File: config.mk
export PLATFORM = sky130hd
export DESIGN_NAME = pc_exc_unit
export DESIGN_NICKNAME = d
export VERILOG_FILES = /design/src/rtl/pc_exc_unit.sv
export SDC_FILE = /design/constraint.sdc
export NUM_CORES = 1
export LEC_CHECK = 0
export BUFFER_PORTS_ARGS = -buffer_cell sky130_fd_sc_hd__buf_2
export CELL_PAD_IN_SITES_DETAIL_PLACEMENT = 1
export CELL_PAD_IN_SITES_GLOBAL_PLACEMENT = 2
export CORE_MARGIN = 8
export CORE_UTILIZATION = 35
export CTS_CLUSTER_SIZE = 25
export DETAILED_ROUTE_END_ITERATION = 10
export PLACE_DENSITY = 0.92
export SETUP_SLACK_MARGIN = 0.2
export SYNTH_ARGS = -nofsm -noshare
export SYNTH_HDL_FRONTEND = slang
export SYNTH_SLANG_ARGS = --single-unit
File: constraint.sdc
create_clock -name clk -period 3.29 [get_ports clk]
set_input_delay 0.1645 -clock clk [delete_from_list [all_inputs] [get_ports clk]]
set_output_delay 0.1645 -clock clk [all_outputs]
set_load 0.01 [all_outputs]
File: src/rtl/pc_exc_unit.sv
// pc_exc_unit: program counter with a vectored exception/interrupt front end.
//
// Holds the PC, applies the controller's PC write enable, prioritises NEXC
// synchronous exception sources plus one external interrupt, records the
// return address (epc) and the cause code, and handles return-from-exception.
// Kernel mode is PC[W-1]. A user-mode PC write always clears that bit, so
// kernel space can only be entered through a vector.
//
// Optional build macro: IRQ_SYNC_EN
//   defined   : irq passes through a two-flop synchronizer first, which adds
//               two cycles of interrupt latency.
//   undefined : irq must already be synchronous to clk and is used directly.
//
// Reset is asynchronous and active-high. All outputs come straight from
// registers, so no input has a combinational path to an output.

module pc_exc_unit #(
  parameter int             W        = 32,
  parameter int             NEXC     = 2,
  parameter logic [W-1:0]   VEC_BASE = 32'h80000000,
  localparam int            CW       = $clog2(NEXC + 2)
) (
  input  logic            clk,
  input  logic            reset,
  input  logic            pc_we,
  input  logic [W-1:0]    pc_next,
  input  logic [NEXC-1:0] exc_req,
  input  logic            irq,
  input  logic            eret,
  output logic [W-1:0]    pc,
  output logic [W-1:0]    epc,
  output logic [CW-1:0]   cause,
  output logic            kernel,
  output logic            exc_taken
);

  // The interrupt vector sits directly after the last exception vector.
  // Its cause code is one past the highest exception code.
  localparam logic [W-1:0]  IRQ_VEC   = VEC_BASE + W'(4 * (NEXC + 1));
  localparam logic [CW-1:0] IRQ_CAUSE = CW'(NEXC + 1);

  // Architectural state
  logic [W-1:0]  pc_q,  pc_d;
  logic [W-1:0]  epc_q, epc_d;
  logic [CW-1:0] cause_q, cause_d;
  logic          exc_taken_q, exc_taken_d;

  // Decoded exception request
  logic          exc_any;
  logic [W-1:0]  exc_vec;
  logic [CW-1:0] exc_cause;

  // Interrupt as seen by the priority logic
  logic          irq_eff;
  logic          kernel_mode;

  assign kernel_mode = pc_q[W-1];

`ifdef IRQ_SYNC_EN
  logic irq_meta_q;
  logic irq_sync_q;

  // Two-flop synchronizer that brings the external irq into the clk domain
  always_ff @(posedge clk or posedge reset) begin
    if (reset) begin
      irq_meta_q <= 1'b0;
      irq_sync_q <= 1'b0;
    end else begin
      irq_meta_q <= irq;
      irq_sync_q <= irq_meta_q;
    end
  end

  assign irq_eff = irq_sync_q;
`else
  assign irq_eff = irq;
`endif

  // Priority encoder over the exception requests: the lowest set index wins.
  // The loop runs downward so the lowest index is the last one assigned.
  always_comb begin
    exc_any   = 1'b0;
    exc_vec   = VEC_BASE;
    exc_cause = '0;
    for (int i = NEXC - 1; i >= 0; i--) begin
      if (exc_req[i]) begin
        exc_any   = 1'b1;
        exc_vec   = VEC_BASE + W'(4 * (i + 1));
        exc_cause = CW'(i + 1);
      end
    end
  end

  // Next-state selection, in strict priority order:
  // exception, interrupt, eret, PC write, hold
  always_comb begin
    pc_d        = pc_q;
    epc_d       = epc_q;
    cause_d     = cause_q;
    exc_taken_d = 1'b0;

    if (exc_any) begin
      // A synchronous fault is taken whether or not pc_we is high.
      // A nested fault taken in kernel mode keeps the original return
      // address, but still reports the new cause.
      pc_d        = exc_vec;
      cause_d     = exc_cause;
      exc_taken_d = 1'b1;
      if (!kernel_mode) begin
        epc_d = pc_q;
      end
    end else if (irq_eff && !kernel_mode && pc_we) begin
      // Interrupts are taken only at an instruction boundary. They resume
      // at the instruction that would have executed next.
      pc_d        = IRQ_VEC;
      cause_d     = IRQ_CAUSE;
      epc_d       = pc_next;
      exc_taken_d = 1'b1;
    end else if (eret && pc_we) begin
      pc_d = epc_q;
    end else if (pc_we) begin
      // User code cannot set the kernel bit by jumping.
      pc_d = {pc_next[W-1] & kernel_mode, pc_next[W-2:0]};
    end
  end

  // State registers; reset takes effect immediately, without waiting for clk
  always_ff @(posedge clk or posedge reset) begin
    if (reset) begin
      pc_q        <= VEC_BASE;
      epc_q       <= '0;
      cause_q     <= '0;
      exc_taken_q <= 1'b0;
    end else begin
      pc_q        <= pc_d;
      epc_q       <= epc_d;
      cause_q     <= cause_d;
      exc_taken_q <= exc_taken_d;
    end
  end

  assign pc        = pc_q;
  assign epc       = epc_q;
  assign cause     = cause_q;
  assign kernel    = pc_q[W-1];
  assign exc_taken = exc_taken_q;

endmodule

# Yosys cells after proc, flatten, opt, wreduce, memory -nomap -nowiden
# Cells that the tools add are included.
# totals
regBits,67
out_inout_bits,68
word_cells,30
input_bits,39
# op_classes
muxes,17
reduce_logical,7
n_bitwise,1
n_eq_ne,1
# ops
cell,count
32-bit 2-to-1 mux,8
2-bit 2-to-1 mux,4
1-bit 2-to-1 mux,4
4-bit 2-to-1 mux,1
4-bit nonzero test,1
1-bit logical AND,3
"2-bit != test, second input constant",1
2-bit AND reduction,1
2-bit nonzero test,1
1-bit bitwise AND,1
1-bit logical NOT,1

# Longest topological paths before layout
# Gate-level depths: netlist (run 1).
# logic_depth
word_depth,5
depth_mapped,4
depth_no_buf,3

# Least setup slack after synthesis (run 1)
# Ideal clock, no wire load.
# synth_path
path_type,register -> register
startpoint,reg pc_q[31] (netlist: pc[31])
endpoint,reg epc_q[0] (netlist: epc[0])
arrival_ns,1.091
slack_ns,2.074
stages_incl_launch_ff,4
setup_time_ns,0.125
path_buffers,1
period_less_slack_ns,1.216
path_cell_list,dfstp_2 a21oi_2 buf_4 mux2_2
# synth_between
elab_chain_len,5
# synth_lines
element,line,text
start: declaration,43,"logic [W-1:0] pc_q, pc_d;"
start signal: assignment,135,pc_q <= pc_d;
1-bit logical NOT,112,end else if (irq_eff && !kernel_mode && pc_we) begin
1-bit logical AND (2 in series),112,
2-bit nonzero test (no source line),-,
2-bit AND reduction (no source line) *,-,
end signal: assignment,136,epc_q <= epc_d;
end: declaration,44,"logic [W-1:0] epc_q, epc_d;"
# Every way passes the cells marked *; elsewhere a longest branch is shown, timed or not.
# A chain may end at the register's enable or synchronous reset.

# Final worst setup path (run 1)
# layout_path
startpoint,reg pc_q[31] (netlist: pc[31])
endpoint,reg epc_q[10] (netlist: epc[10])
# The elaborated chain is that of the path after synthesis.

==> results of run 1 <==
[layer usage]
metal / global-route usage [%] / wire length (µm)
met1: 18.7 / 4130
met2: 24.1 / 4550
met3: 3.74 / 553
met4: 4.79 / 94
met5: 0 / 0
[worst max-delay path, stage by stage (launching register included)]
cell and delay [ns]:
dfstp_2 0.43, a21oi_4 0.59, buf_4 0.34, mux2_2 0.36
[cells by family after synthesis]
| kind of cell | count (synthesis) |
|---|---|
| multiplexers | 93 |
| flip-flops | 67 |
| AND/OR/NAND/NOR | 42 |
| buffers and inverters | 24 |
| AO/OA/AOI/OAI | 39 |
[worst paths after layout]
check                                startpoint              endpoint  slack [ns]  cells past startpoint
setup / recovery             pc[31]$_DFFE_PP1P_   epc[10]$_DFFE_PP0P_        1.45                      3
hold / removal                            reset    pc[16]$_DFFE_PP0P_        0.06                      2
setup reg to reg             pc[31]$_DFFE_PP1P_   epc[10]$_DFFE_PP0P_        1.45                      3
hold reg to reg            cause[1]$_DFFE_PP0P_  cause[1]$_DFFE_PP0P_        0.51                      2
max in group asynchronous                 reset    pc[31]$_DFFE_PP1P_        2.40                      3
min in group clk                     exc_req[0]  cause[1]$_DFFE_PP0P_        0.07                      2
[power groups by stage]
stage | clock, µW | combinational [µW] | sequential [µW]
after floorplan | 0 | 255 | 1070
after global placement | 0 | 490 | 1030
after detailed placement | 0 | 510 | 1040
after CTS | 727 | 511 | 1030
after global routing | 766 | 549 | 1040
final | 702 | 499 | 1020
[state kept, by name (all words and copies together), names as in the netlist]
name	flops
epc	32
pc	32
cause	2
exc_taken	1
[layout by cell type (no fill, tap or decap), types with 3 or more instances in the layout]
cell type / netlist / final
nor2_1: 33 / 33
a211oi_1: 29 / 29
buf_4: 4 / 7
mux2_4: 30 / 30
mux2i_1: 31 / 31
clkbuf_8: 0 / 10
buf_2: 5 / 106
dfrtp_1: 66 / 66
nand2_1: 3 / 3
mux2_2: 32 / 32
[cell type report]
cell class	instances	area [µm²]
Clock inverter	6	65.1
Clock buffer	10	138
Inverter	3	11.3
Multi-Input combinational cell	174	1600
Timing Repair Buffer	113	583
Fill cell	1080	5350
Tap cell	133	166
Sequential cell	67	1680
[per-stage QoR]
step	total power, µW	hold WS, ns
floorplan	1330	0.231
global placement	1520	0.416
detailed placement	1550	0.414
CTS	2260	0.0516
global route	2360	0.0731
finish	2230	0.0581
==> results.json, run 1 <==
{
  "status": "complete, no violations",
  "vias": 2526,
  "clock_latency_ns": 0.34,
  "hold_viol": 0,
  "synthAdderAreaFrac_pct": 0,
  "synth_cells": 265,
  "grt_max_degree": 67,
  "synth_top_family_by_area": "multiplexers",
  "power.internal_uw": 1550,
  "post-route-util_pct": 44.2,
  "synth_cell_types": 28,
  "area_growth_pct": 24.7,
  "antenna_left": 0,
  "report.final.slew_viol_count": 0,
  "setup_ws_ns": 1.45,
  "yosys_warnings": 0,
  "cp-start-kind": "flip-flop",
  "overflow": 0,
  "end_kind": "flip-flop",
  "routed_via_density": 4.99,
  "num_rows": 36,
  "cts_buffer_depth": 2,
  "fin_cells": 506,
  "synth_edf_count": 0,
  "synth_mux_area_share_pct": 33.0,
  "preCtsSetupSlack_ns": 1.38,
  "grt_usage_pct": 14.8,
  "die_h_um": 115,
  "hpwl_mm": 6.59,
  "first_global_vias": 2905,
  "die_area_um2": 13100,
  "final.setup_skew_ns": 0.0149,
  "power.net_switching_uw": 672,
  "yosys.area.top_type": "dfrtp_1",
  "antennaDiodeCount": 0,
  "pwr-share-comb_pct": 22.4,
  "setup_tns_ns": 0,
  "fp.coreArea_um2": 9590,
  "critPathArrivalTime_ns": 2.05,
  "placed_area_um2": 4040,
  "dr.pass1.iters": 4,
  "worst_slew_pin_slew_ns": 1.01,
  "final_cell_area_um2": 4240,
  "io_buffers": 106,
  "antenna_found_initial": 0,
  "power_frac_seq_pct": 46.0,
  "async_reset_ff_share_pct": 100,
  "die_w_um": 115,
  "crit_type": "flip-flop to flip-flop",
  "postCtsResizedCells": 0,
  "clkTransAtPathRegs_ns": 0.09,
  "post_cts_buffers": 0,
  "cts_made_buffers": 9,
  "layout-drive-gt1-share_pct": 52.5,
  "synthTopCellsByCount": "66 x dfrtp_1, 33 x nor2_1, 32 x mux2_2",
  "initial_core_util_pct": 35.5,
  "grt_pass1_wl_mm": 15.5,
  "dp.cells": 490,
  "worstHoldPathType": "input pin to asynchronous set/reset pin",
  "postCtsHoldBufs": 0,
  "drt_wl_total_mm": 9.33,
  "ys_ff_latch": 67,
  "setup_violations": 0,
  "gp_congestion": 0.728,
  "synth_most_common_cell": "dfrtp_1",
  "netSwitchingFraction_pct": 30.2,
  "dominantRegCellSynth": "dfrtp_1",
  "route.detailed.drc": 0,
  "wl_per_cell_um": 18.4,
  "period_needed_ns": 1.84,
  "power.density_nw_per_um2": 525,
  "synth_area_leaders": "dfrtp_1 49%, mux2_4 13%, mux2_2 11%",
  "synthSimpleGateAreaFrac_pct": 5.37,
  "power_leakage_uw": 0.00220,
  "ir_drop_uv": 208,
  "htree_levels": 3,
  "timing.final.crit_share_pct": 55.9,
  "cts_root_buf": "clkbuf_8",
  "drv_cap": 0,
  "ys_seq_area_share_pct": 49.3,
  "cts_tree": "yes",
  "max_slew_margin_pct": 32.7,
  "cts.sinks": 67,
  "avgSynthCellArea_um2": 12.8,
  "synth_xor_area_share_pct": 0,
  "crit_path_max_fanout": 20,
  "synth_top_area_share_pct": 48.5,
  "syn_area_um2": 3400,
  "ioPinCount": 107,
  "p_clk_share_pct": 31.5,
  "syn_nets": 304,
  "layout.nets": 407,
  "cp.required_ns": 3.50,
  "rsz0062_at_grt": "false",
  "drt-initial-drc-count": 43,
  "fmax_ghz": 0.544,
  "synth_compound_area_share_pct": 8.42
}
Note: power is estimated with default switching activity, not from simulation.
==> run 2: changes to the inputs <==
- ABC_AREA: unset -> 1
- CORE_UTILIZATION: 35 -> 28
- PLACE_DENSITY: 0.92 -> 0.87
- clock period: 3.29 -> 1.85 ns (I/O delays scaled with it)
==> results.json, run 2 <==
{
  "status": "complete, no violations",
  "die_w_um": 124,
  "drt_wl_total_mm": 10.6,
  "ys_ff_latch": 67,
  "netSwitchingFraction_pct": 28.0,
  "final.setup_skew_ns": 0.00534,
  "fillCellCount": 1410,
  "synthTopCellsByCount": "228 x nand2_1, 66 x dfrtp_1, 28 x mux2i_1",
  "antenna_left": 0,
  "power.net_switching_uw": 1110,
  "ioPinCount": 107,
  "io_buffers": 106,
  "final_common_cell": "nand2_1",
  "power.density_nw_per_um2": 925,
  "crit_path_max_fanout": 16,
  "dr.pass1.iters": 4,
  "synth_cell_types": 19,
  "syn_nets": 445,
  "rr_startpoint": "pc[31]$_DFFE_PP1P_",
  "timing.final.crit_share_pct": 83.0,
  "routed_via_density": 4.59,
  "ys_seq_area_share_pct": 51.3,
  "hold_start": "pc_next[4]",
  "fmax_ghz": 0.652,
  "worstHoldPathType": "input pin to flip-flop",
  "end_kind": "flip-flop",
  "antenna_found_initial": 0,
  "max_stage_delay_ns": 0.56,
  "grt_max_degree": 45,
  "die_area_um2": 15400,
  "async_reset_ff_share_pct": 100,
  "overflow": 0,
  "cp-startpoint": "pc[31]$_DFFE_PP1P_",
  "synth_top_area_share_pct": 50.5,
  "drv_cap": 0,
  "cts_root_buf": "clkbuf_16",
  "wl_per_cell_um": 15.9,
  "crit_type": "flip-flop to flip-flop",
  "grt_usage_pct": 13.9,
  "yosys.area.top_type": "dfrtp_1",
  "power_leakage_uw": 0.00249,
  "worst_slew_pin_slew_ns": 0.376,
  "cts.sinks": 67,
  "dp.cells": 644,
  "hpwl_mm": 7.62,
  "fin_cells": 663,
  "critPathArrivalTime_ns": 1.76,
  "mostFrequentLayoutCells": "228 x nand2_1, 106 x buf_2, 66 x dfrtp_1",
  "gp_congestion": 0.727,
  "synth_edf_count": 0,
  "power_uw": 3970,
  "layout.nets": 555,
  "max_slew_margin_pct": 74.9,
  "syn_area_um2": 3270,
  "htree_levels": 3,
  "pwr-share-comb_pct": 16.1,
  "period_needed_ns": 1.53,
  "dominantRegCellSynth": "dfrtp_1",
  "antennaDiodeCount": 0,
  "cp.required_ns": 2.08,
  "critPathBufInv": 2,
  "final_cell_area_um2": 4290,
  "num_rows": 39,
  "initial_core_util_pct": 28.6,
  "clock_latency_ns": 0.33,
  "hold_viol": 0,
  "grt_pass1_wl_mm": 16.7,
  "setup_tns_ns": 0,
  "cts_tree": "yes",
  "cts_buffer_depth": 2,
  "yosys_warnings": 0,
  "rsz0062_at_grt": "false",
  "layout-drive-gt1-share_pct": 28.8,
  "route.detailed.drc": 0,
  "p_clk_share_pct": 40.8,
  "placed_area_um2": 3960,
  "vias": 3044,
  "crit_slowest_cell": "dfstp_2",
  "post-route-util_pct": 37.6,
  "power.internal_uw": 2860,
  "ir_drop_uv": 326,
  "critPathTopFamily": "flip-flops",
  "setup_violations": 0,
  "power_frac_seq_pct": 43.1,
  "synth_most_common_cell": "nand2_1",
  "fp.coreArea_um2": 11400,
  "report.final.slew_viol_count": 0,
  "area_growth_pct": 31.2,
  "clkTransAtPathRegs_ns": 0.06,
  "synth_cells": 406,
  "drt-initial-drc-count": 119,
  "first_global_vias": 3256,
  "synth_area_leaders": "dfrtp_1 51%, nand2_1 26%, mux2i_1 8.6%",
  "die_h_um": 124,
  "crit_path_cell_trace": "inv_1 > nand3_1 > nand2_1 > nand2_1 > buf_4 > nand2_1 > o31ai_1",
  "avgSynthCellArea_um2": 8.05,
  "cp-start-kind": "flip-flop",
  "cts_made_buffers": 9,
  "cp_common_cell": "nand2_1"
}
[run 2: changes by cell type after synthesis, sizes merged, moves of 9 or more]
| cell | change |
|---|---|
| nand2 | +225 |
| mux2 | -62 |
| a211oi | -29 |
| nor2 | -28 |
| inv | +9 |
| o21ai | +31 |
[run 2: per-stage QoR]
stage | hold slack [ns] | worst slack (ns)
after CTS | 0.0430 | 0.221
after global placement | 0.0399 | 0.374
after global routing | 0.0644 | 0.201
final | 0.0549 | 0.315
after detailed placement | 0.0524 | 0.274
after floorplan | 0.156 | 0.478
[run 2: cell families after synthesis]
family	after synthesis	synth area share [%]
simple gates	237	27.6
flops	67	51.3
compound gates	39	7.24
buf+inv	35	5.21
mux	28	8.58
[run 2: area by class of cell]
type                    instances  area [µm²]  area share (%)
clock buffers                  13         270            6.30
clock inverters                 2        10.0           0.233
inverters                      12        51.3            1.20
multi-input cells             304        1420            33.1
flip-flops and latches         67        1680            39.1
well taps                     143         179            4.17
repair buffers                122         681            15.9
[run 2: metal layers]
metal	vias up	track usage (%)	share of wire, %	routed length, µm
met3	8	3.35	4.2	443
met2	61	23.9	49	5210
met1	1481	17.0	45	4790
met5	-	0	0	0
li1	1494	-	-	-
met4	0	4.01	1.2	123
[run 2: worst min-delay path: cells and delay by family]
| family | cells | cell delay [ns] |
|---|---|---|
| compound gates | 1 | 0.10 |
| buf+inv | 1 | 0.09 |
| mux | 1 | 0.07 |
[run 2: repair_timing]
item,CTS,global route
buffers inserted,0,2
resized for setup,0,2
endpoints found under the hold margin,9,0
hold buffers,2,0
endpoints found under the setup margin,0,36
[run 2: worst paths after layout]
kind / end / slack, ns / depth (start not counted)
worst max-delay path: epc[31]$_DFFE_PP0P_ / 0.32 / 7
worst min-delay path: pc[4]$_DFFE_PP0P_ / 0.05 / 3
worst max register to register: epc[31]$_DFFE_PP0P_ / 0.32 / 7
worst min register to register: pc[31]$_DFFE_PP1P_ / 0.50 / 2
max in group asynchronous: pc[31]$_DFFE_PP1P_ / 1.02 / 4
min in group asynchronous: pc[6]$_DFFE_PP0P_ / 0.25 / 3
[run 2: power by group through the flow]
stage               combinational, µW  sequential [µW]  clock [µW]
floorplan                         297             1770           0
global placement                  625             1730           0
detailed placement                646             1730           0
CTS                               650             1710        1660
global route                      718             1730        1720
finish                            640             1710        1620
